File: config.mk
export PLATFORM = sky130hd
export DESIGN_NAME = rojobot_cmd_sequencer
export DESIGN_NICKNAME = d
export VERILOG_FILES = /design/src/rtl/rojobot_cmd_sequencer_pkg.sv /design/src/rtl/rojobot_cmd_sequencer_fifo.sv /design/src/rtl/rojobot_cmd_sequencer.sv
export SDC_FILE = /design/constraint.sdc
export NUM_CORES = 1
export LEC_CHECK = 0
export CAP_MARGIN = 20
export CORE_ASPECT_RATIO = 0.7
export CORE_MARGIN = 2
export CORE_UTILIZATION = 40
export DETAILED_ROUTE_END_ITERATION = 10
export SYNTH_ARGS = -nofsm -noshare
export SYNTH_HDL_FRONTEND = slang
export SYNTH_SLANG_ARGS = --single-unit
File: constraint.sdc
create_clock -name clk -period 2.43 [get_ports clk]
set_input_delay 0.3645 -clock clk [delete_from_list [all_inputs] [get_ports clk]]
set_output_delay 0.3645 -clock clk [all_outputs]
set_load 0.05 [all_outputs]
File: src/rtl/rojobot_cmd_sequencer_pkg.sv
// Shared opcodes, wheel-mask decode and FSM state type for the RojoBot command sequencer.
package rojobot_seq_pkg;

  localparam logic [2:0] OP_STOP    = 3'd0;
  localparam logic [2:0] OP_FWD     = 3'd1;
  localparam logic [2:0] OP_REV     = 3'd2;
  localparam logic [2:0] OP_SPIN_L  = 3'd3;
  localparam logic [2:0] OP_SPIN_R  = 3'd4;
  localparam logic [2:0] OP_PIVOT_L = 3'd5;
  localparam logic [2:0] OP_PIVOT_R = 3'd6;
  localparam logic [2:0] OP_RSVD    = 3'd7;

  localparam int unsigned SIM_TICK_CYCLES = 5;
  localparam int          CMD_W           = 11;

  typedef enum logic [1:0] {
    ST_IDLE,
    ST_LOAD,
    ST_RUN,
    ST_MANUAL
  } seq_state_t;

  // Mask bit order is {left_fwd, left_rev, right_fwd, right_rev}.
  function automatic logic [3:0] op_to_mask(input logic [2:0] op);
    logic [3:0] mask;
    case (op)
      OP_FWD:            mask = 4'b1010;
      OP_REV:            mask = 4'b0101;
      OP_SPIN_L:         mask = 4'b0110;
      OP_SPIN_R:         mask = 4'b1001;
      OP_PIVOT_L:        mask = 4'b0010;
      OP_PIVOT_R:        mask = 4'b1000;
      OP_STOP, OP_RSVD:  mask = 4'b0000;
      default:           mask = 4'b0000;
    endcase
    return mask;
  endfunction

endpackage

File: src/rtl/rojobot_cmd_sequencer_fifo.sv
// Synchronous command FIFO with registered full/empty flags and a flush that overrides push.
module cmd_fifo #(
  parameter int DEPTH = 4,
  parameter int WIDTH = 11
) (
  input  logic                     clk,
  input  logic                     reset,
  input  logic                     flush,
  input  logic                     push,
  input  logic [WIDTH-1:0]         wr_data,
  input  logic                     pop,
  output logic [WIDTH-1:0]         rd_data,
  output logic                     full,
  output logic                     empty,
  output logic [$clog2(DEPTH):0]   count
);

  localparam int AW = $clog2(DEPTH);
  localparam int CW = AW + 1;

  logic [WIDTH-1:0] mem [DEPTH];
  logic [AW-1:0]    wr_ptr;
  logic [AW-1:0]    rd_ptr;
  logic             do_push;
  logic             do_pop;

  // Push is gated on the registered full flag only: no bypass when a pop coincides.
  assign do_push = push && !full && !flush;
  assign do_pop  = pop && !empty && !flush;
  assign rd_data = mem[rd_ptr];

  always_ff @(posedge clk) begin
    if (do_push) mem[wr_ptr] <= wr_data;
  end

  always_ff @(posedge clk) begin
    if (reset || flush) begin
      wr_ptr <= '0;
      rd_ptr <= '0;
      count  <= '0;
      full   <= 1'b0;
      empty  <= 1'b1;
    end else begin
      if (do_push) wr_ptr <= wr_ptr + 1'b1;
      if (do_pop)  rd_ptr <= rd_ptr + 1'b1;
      if (do_push && !do_pop) begin
        count <= count + 1'b1;
        empty <= 1'b0;
        full  <= (count == CW'(DEPTH - 1));
      end else if (do_pop && !do_push) begin
        count <= count - 1'b1;
        full  <= 1'b0;
        empty <= (count == CW'(1));
      end
    end
  end

endmodule

File: src/rtl/rojobot_cmd_sequencer.sv
// Scripted wheel-motion sequencer: queued {op, len} steps timed in prescaled ticks,
// with a manual pushbutton pass-through and an abort that flushes everything.
//
// state   | meaning
// IDLE    | wheels off, waiting for a queued command
// LOAD    | one cycle: pop head, latch op/len, clear prescaler, wheels off
// RUN     | wheels = mask(op) until step_remaining ticks have elapsed
// MANUAL  | wheels follow interlocked man_btns; FIFO is kept
module rojobot_cmd_sequencer
  import rojobot_seq_pkg::*;
#(
  parameter int FIFO_DEPTH  = 4,
  parameter int TICK_CYCLES = 5_000_000,
  parameter bit SIMULATE    = 1'b0
) (
  input  logic                          clk,
  input  logic                          reset,
  input  logic                          cmd_valid,
  output logic                          cmd_ready,
  input  logic [2:0]                    cmd_op,
  input  logic [7:0]                    cmd_len,
  input  logic                          abort,
  input  logic                          manual_en,
  input  logic [3:0]                    man_btns,
  output logic                          left_fwd,
  output logic                          left_rev,
  output logic                          right_fwd,
  output logic                          right_rev,
  output logic                          busy,
  output logic [2:0]                    cur_op,
  output logic [7:0]                    step_remaining,
  output logic [$clog2(FIFO_DEPTH):0]   fifo_count
);

  localparam int          CW     = $clog2(FIFO_DEPTH) + 1;
  localparam int unsigned PERIOD = SIMULATE ? SIM_TICK_CYCLES : TICK_CYCLES;

  seq_state_t       state;
  logic [31:0]      presc;
  logic [3:0]       wheels;
  logic [3:0]       man_safe;
  logic [CMD_W-1:0] head;
  logic [2:0]       head_op;
  logic [7:0]       head_len;
  logic             tick;
  logic             push;
  logic             pop;
  logic             full;
  logic             empty;

  assign push      = cmd_valid && !abort;
  assign pop       = (state == ST_LOAD) && !abort && !manual_en;
  assign cmd_ready = !full;
  assign head_op   = head[10:8];
  assign head_len  = head[7:0];
  assign tick      = (presc == PERIOD - 1);

  // A wheel commanded both ways at once is forced fully off.
  assign man_safe = {man_btns[3] & ~man_btns[2], man_btns[2] & ~man_btns[3],
                     man_btns[1] & ~man_btns[0], man_btns[0] & ~man_btns[1]};

  assign {left_fwd, left_rev, right_fwd, right_rev} = wheels;

  cmd_fifo #(
    .DEPTH (FIFO_DEPTH),
    .WIDTH (CMD_W)
  ) u_fifo (
    .clk     (clk),
    .reset   (reset),
    .flush   (abort),
    .push    (push),
    .wr_data ({cmd_op, cmd_len}),
    .pop     (pop),
    .rd_data (head),
    .full    (full),
    .empty   (empty),
    .count   (fifo_count)
  );

  always_ff @(posedge clk) begin
    if (reset) begin
      state          <= ST_IDLE;
      wheels         <= 4'b0000;
      busy           <= 1'b0;
      cur_op         <= 3'd0;
      step_remaining <= 8'd0;
      presc          <= '0;
    end else if (abort) begin
      state          <= (state == ST_MANUAL && manual_en) ? ST_MANUAL : ST_IDLE;
      wheels         <= 4'b0000;
      busy           <= 1'b0;
      cur_op         <= 3'd0;
      step_remaining <= 8'd0;
      presc          <= '0;
    end else if (manual_en) begin
      // The entry cycle drives zeros so motion never jumps straight to the buttons.
      state          <= ST_MANUAL;
      wheels         <= (state == ST_MANUAL) ? man_safe : 4'b0000;
      busy           <= 1'b0;
      cur_op         <= 3'd0;
      step_remaining <= 8'd0;
      presc          <= '0;
    end else begin
      case (state)
        ST_IDLE: begin
          wheels <= 4'b0000;
          presc  <= '0;
          if (!empty) begin
            state <= ST_LOAD;
            busy  <= 1'b1;
          end
        end
        ST_LOAD: begin
          presc <= '0;
          if (head_len != 8'd0) begin
            state          <= ST_RUN;
            busy           <= 1'b1;
            wheels         <= op_to_mask(head_op);
            cur_op         <= head_op;
            step_remaining <= head_len;
          end else if (fifo_count > CW'(1)) begin
            state <= ST_LOAD;
            busy  <= 1'b1;
          end else begin
            state <= ST_IDLE;
            busy  <= 1'b0;
          end
        end
        ST_RUN: begin
          if (tick) begin
            presc          <= '0;
            step_remaining <= step_remaining - 8'd1;
            if (step_remaining == 8'd1) begin
              wheels <= 4'b0000;
              cur_op <= 3'd0;
              state  <= empty ? ST_IDLE : ST_LOAD;
              busy   <= !empty;
            end
          end else begin
            presc <= presc + 32'd1;
          end
        end
        ST_MANUAL: begin
          state  <= ST_IDLE;
          wheels <= 4'b0000;
          busy   <= 1'b0;
        end
        default: begin
          state  <= ST_IDLE;
          wheels <= 4'b0000;
          busy   <= 1'b0;
        end
      endcase
    end
  end

endmodule

* Yosys cells after proc, flatten, opt, wreduce, memory -nomap -nowiden
Memory sizes are Yosys's and may differ from the RTL's. A register that Yosys moved wholly into a read port is not among the register bits. Index checks and enable logic that the tools add are counted.
Cells by class: $add $sub $neg 6, $lt $le $gt $ge 1, eq/ne operators 17, mux-type cells 41, bitwise logic cells 8, reduce and logical (&&, ||, !) cells 31
Operators with widths (count):
- case mux 32 bit (2 select lines) | 1
- adder 32 x 1 -> 32 bit (second input constant) | 1
- == test 32 x 23 -> 1 bit (second input constant) | 1
- two-way mux 32 bit | 1
- two-way mux 4 bit | 5
- two-way mux 2 bit | 9
- two-way mux 8 bit | 2
- case mux 8 bit (2 select lines) | 1
- two-way mux 3 bit | 5
- two-way mux 1 bit | 13
- != test 4 bit (second input constant) | 3
- case mux 4 bit (3 select lines) | 1
- AND reduction 3 bit | 4
- logical AND 1 bit | 10
- == test 8 x 1 -> 1 bit (second input constant) | 1
- case mux 2 bit (4 select lines) | 1
- nonzero test 8 bit | 1
- subtractor 8 x 1 -> 8 bit (second input constant) | 1
- logical NOT 1 bit | 6
- != test 2 bit (second input constant) | 3
- != test 3 bit (second input constant) | 2
- case mux 3 bit (2 select lines) | 1
- nonzero test 2 bit | 3
- OR reduction 2 bit | 3
- 17 further kinds | 25
Storage, ports and cells: flip-flop bits (word level) 59, RAM bits 44, bits in read-only memories 32, input bits 20, output and inout bits 20, word-level logic and storage cells 117, memories 2
Memories:
- u_fifo.mem | depth 4, width 11, rd ports 1, clocked after Yosys merged registers in 1, wr ports 1, RTL line rojobot_cmd_sequencer_fifo.sv:21 | logic [WIDTH-1:0] mem [DEPTH];
- (no name shown) | depth 8, width 4, rd ports 1, clocked after Yosys merged registers in 0, wr ports 0, RTL line rojobot_cmd_sequencer_pkg.sv:26 | case (op)

* Longest topological paths before layout
word-level depth 8, mapped depth 8, gate-level depth less buffers 8

* By module
Synthesis repeated with hierarchy kept, for this count alone.
Unflattened totals: cell total of the unflattened synthesis 484, area total of the unflattened synthesis 5113.7 sq um
Modules (own cells, without submodules):
- rojobot_cmd_sequencer | instances 1, cells each 360, area each 2901.5 sq um, sequential area each 1001.0 sq um
- cmd_fifo | instances 1, cells each 124, area each 2212.1 sq um, sequential area each 1541.5 sq um

* Least setup slack after synthesis
Ideal clock, no wire load.
path kind flip-flop to flip-flop, from register step_remaining[3], to register state[1], library setup time 0.120 ns, arrival 2.176 ns, required time 2.310 ns, setup slack 0.134 ns, stages on the path, launching flop included 6, buffers on the path 0, cell sequence dfxtp_1 or4_4 or4b_4 nor4_4 nor2_1 o31a_1
Between the ends: cells in the longest elaborated chain, start to end 3
Ends and longest elaborated chain:
- start: declaration | RTL line rojobot_cmd_sequencer.sv:31 | output logic [7:0] step_remaining,
- start signal: assignment | RTL line rojobot_cmd_sequencer.sv:120 | step_remaining <= head_len;
- start signal: assignment | RTL line rojobot_cmd_sequencer.sv:132 | step_remaining <= step_remaining - 8'd1;
- == test 8 x 1 -> 1 bit | RTL line rojobot_cmd_sequencer.sv:133 | if (step_remaining == 8'd1) begin
- != test 4 bit (no source line)
- AND reduction 3 bit (no source line)
- end signal: assignment | RTL line rojobot_cmd_sequencer.sv:89 | state <= (state == ST_MANUAL && manual_en) ? ST_MANUAL : ST_IDLE;
- end signal: assignment | RTL line rojobot_cmd_sequencer.sv:136 | state <= empty ? ST_IDLE : ST_LOAD;
- end: declaration | RTL line rojobot_cmd_sequencer.sv:38 | seq_state_t state;
Every way passes these cells. A chain may end at the register's enable or synchronous reset.

* Final worst setup path
from register presc[12], to register presc[22]
Between the ends: cells in the longest elaborated chain, start to end 3, elaborated cells between the ends (all ways) 4, those cells by class 1 x add/sub; 1 x eq/ne; 2 x mux
Ends and longest elaborated chain:
- start: declaration | RTL line rojobot_cmd_sequencer.sv:39 | logic [31:0] presc;
- start signal: assignment | RTL line rojobot_cmd_sequencer.sv:140 | presc <= presc + 32'd1;
- adder 32 x 1 -> 32 bit / == test 32 x 23 -> 1 bit (equally long branches) | RTL line rojobot_cmd_sequencer.sv:140, rojobot_cmd_sequencer.sv:56
- two-way mux 32 bit * | RTL line rojobot_cmd_sequencer.sv:130 | if (tick) begin
- case mux 32 bit (2 select lines) * | RTL line rojobot_cmd_sequencer.sv:104 | case (state)
Mark *: on every way between the ends. The rest lies on a longest branch, timed or not.

==> run_results.csv <==
group,metric,value,unit
sta,fin_worst_skew,0.0106,ns
placed_design,place_congestion,0.884,
grt,grt_use_met3,3.94,%
route,routed_via_density,5.88,
worst_setup_path,r2r_slack,0.15,ns
cts,htreeDepth,3,
grt,gr-total-overflow,0,
cts,cts_tree,"yes",
route,drc_errors,0,
synth,synth_seq_area_share,49.4,%
grt,met1_usage,30.0,%
route,wl_per_cell,18.0,microns
layout,diodes,0,
worst_setup_path,critPathLaunchType,"flop",
synth,synth.area.top_cells,"edfxtp_1 (26%), dfxtp_1 (24%), mux4_2 (4.8%)",
sta,setup_slack,0.149,ns
cts,clockBufferDepth,2,
placed_design,post-dp-hpwl,9.21,mm
route,first_pass_iters,5,
layout,fillers,1102,
layout,fin_util,49.7,%
worst_setup_path,arrival,2.53,ns
synth,synth_flop_cell,"dfxtp_1",
pwr,ir_drop,0.349,mV
pwr,power_density,569,nW/um^2
sta,rsz0062_at_grt,"false",
floorplan,start_util,41.2,%
cts,cts_buffers,9,
synth,ys_seq_elements,105,
grt,grt_antenna_before_repair,0,
grt,grt_util_met2,27.7,%
floorplan,dieArea,13800,sq um
pwr,leakagePower,2.00,nW
grt,grt_use_total,19.2,%
route,ant_nets,0,
worst_hold_path,hp-class,"reg -> reg",
synth,async_flop_share,0,%
grt,grt_max_degree,46,
sta,setup_viol,0,
sta,clock.fmax,438,MHz
layout,area_growth,20.8,%
floorplan,num_rows,34,
sta,finalSetupTns,0,ns
cts,clk_pin_slew,0.08,ns
synth,synth_cell_type_count,69,
synth,synth.top_cell.area_share,25.7,%
synth,synth_edf_count,44,
synth,ys_warn_count,0,
placed_design,dp_slack,0.143,ns
worst_setup_path,worstPathCellList,"nand4_1, or4_1, nor3_1, a21oi_1, a311oi_1",
worst_setup_path,critPathRequiredTime,2.68,ns
run_status,status,"complete, no violations",
layout,final_cell_mix,"dfxtp_1 (61), edfxtp_1 (44), clkdlybuf4s50_1 (39), nand2_1 (38), buf_4 (38)",
route,finalWirelength,12.9,mm
synth,syn_area_per_cell,10.5,sq um
cts,root_buffer,"clkbuf_16",
route,vias,4195,
sta,finalCritPeriodShare,93.9,%
worst_setup_path,slowest_stage,"or4_1",
grt,busiest_layer,"met1",
layout,nNetsFinal,579,
grt,grt_pass1_wl,21.3,mm
cts,clk_latency,0.35,ns
sta,finalHoldViolCount,0,
worst_setup_path,crit_type,"reg -> reg",
floorplan,die_y,98.9,microns
layout,drive_gt1_share,15.4,%
synth,syn_nets,520,
sta,period_needed,2.28,ns
flow_run,maxCapViolations,0,
floorplan,ios,40,
sta,tightest_slew,0.583,ns
synth,synthCells,488,
worst_setup_path,cp_num_buf_inv,0,
layout,layout_commonest_cell,"dfxtp_1",
worst_setup_path,crit_fanout,8,
sta,finalMaxSlewViolations,0,
placed_design,io_buffers,39,
grt,grt_pass1_vias,3991,
worst_setup_path,cp_slowest_stage_delay,0.63,ns
route,drtIter0Drc,456,
floorplan,core_area,12500,sq um
sta,slew_headroom,61.1,%
worst_setup_path,critPathTopFamily,"simple AND/OR/NAND/NOR gates",
synth,synth_top_cell_by_area,"edfxtp_1",
synth,syn_area,5150,sq um
worst_setup_path,cp-end-kind,"flop",
cts,clock-sinks,105,
floorplan,die_w,140,microns
-- cell families after synthesis --
logic type / after synthesis / synth area share [%]
and+or+nand+nor: 182 / 20.1
AOI/OAI and AO/OA: 114 / 15.7
DFF: 105 / 49.4
buffers and inverters: 46 / 3.84
muxes: 17 / 6.00
xor gates and xnor gates: 12 / 2.04
adders and majority gates: 12 / 2.92
-- cell usage after synthesis (all sizes together) (7+ instances only) --
master / instances
dfxtp: 61
edfxtp: 44
nand2: 38
a21oi: 34
nor2: 34
clkbuf: 21
a311oi: 17
inv: 15
nor3: 14
o21ai: 14
nand3: 13
ha: 12
nand4: 12
mux4: 11
nor4: 11
buf: 10
nand2b: 10
and2: 7
and3: 7
or3: 7
or4: 7
-- repair_timing --
item | CTS | global route
resized for setup | 0 | 2
buffers inserted | 0 | 0
setup endpoints to repair | 0 | 2
hold buffers | 0 | 0
-- where the power goes --
group / internal (mW) / total [mW] / switching [mW] / leakage, nW
Clock: 0.726 / 1.42 / 0.699 / 0.144
Combinational: 0.106 / 0.247 / 0.140 / 0.964
Sequential: 1.85 / 1.87 / 0.0141 / 0.892
-- through the flow --
step	instance area [sq um]	power (mW)	hold WS (ns)	instances
global placement	5920	2.15	0.449	698
CTS	6210	3.57	0.470	714
finish	6220	3.54	0.464	714
floorplan	5150	2.05	0.463	488
detailed placement	5920	2.15	0.459	698
global route	6220	3.67	0.488	714
-- routing by layer --
metal / share of wire [%] / wire length, microns
met5: 0 / 0
met4: 0.59 / 76
met3: 7.0 / 897
met2: 41 / 5320
met1: 51 / 6590
-- worst min-delay path: stages, from the launching register on --
cell	delay [ns]
dfxtp_1	0.31
nand2_1	0.05
mux2i_1	0.06
-- final timing paths --
path | cells past startpoint | startpoint | end
setup / recovery | 5 | presc[12] | presc[22]
setup reg to reg | 5 | presc[12] | presc[22]
hold / removal | 2 | wheels[1] | wheels[1]
hold reg to reg | 2 | wheels[1] | wheels[1]
-- layout make-up --
class	instances	area [sq um]	area share (%)
sequential	105	2540	40.9
inverter	15	56.3	0.905
multi-input combinational	337	2410	38.8
clock inverter	7	63.8	1.03
tap	162	203	3.26
timing repair buffer	79	716	11.5
clock buffer	9	225	3.62
-- sequential cells by signal, summed over array words and instances (netlist names), named ones only --
register	flops
u_fifo.mem	44
busy	1
u_fifo.empty	1
u_fifo.wr_ptr	2
cur_op	3
step_remaining	8
wheels	4
presc	32
state	2
u_fifo.full	1
u_fifo.count	3
u_fifo.rd_ptr	2
(Power assumes the default switching activity.)
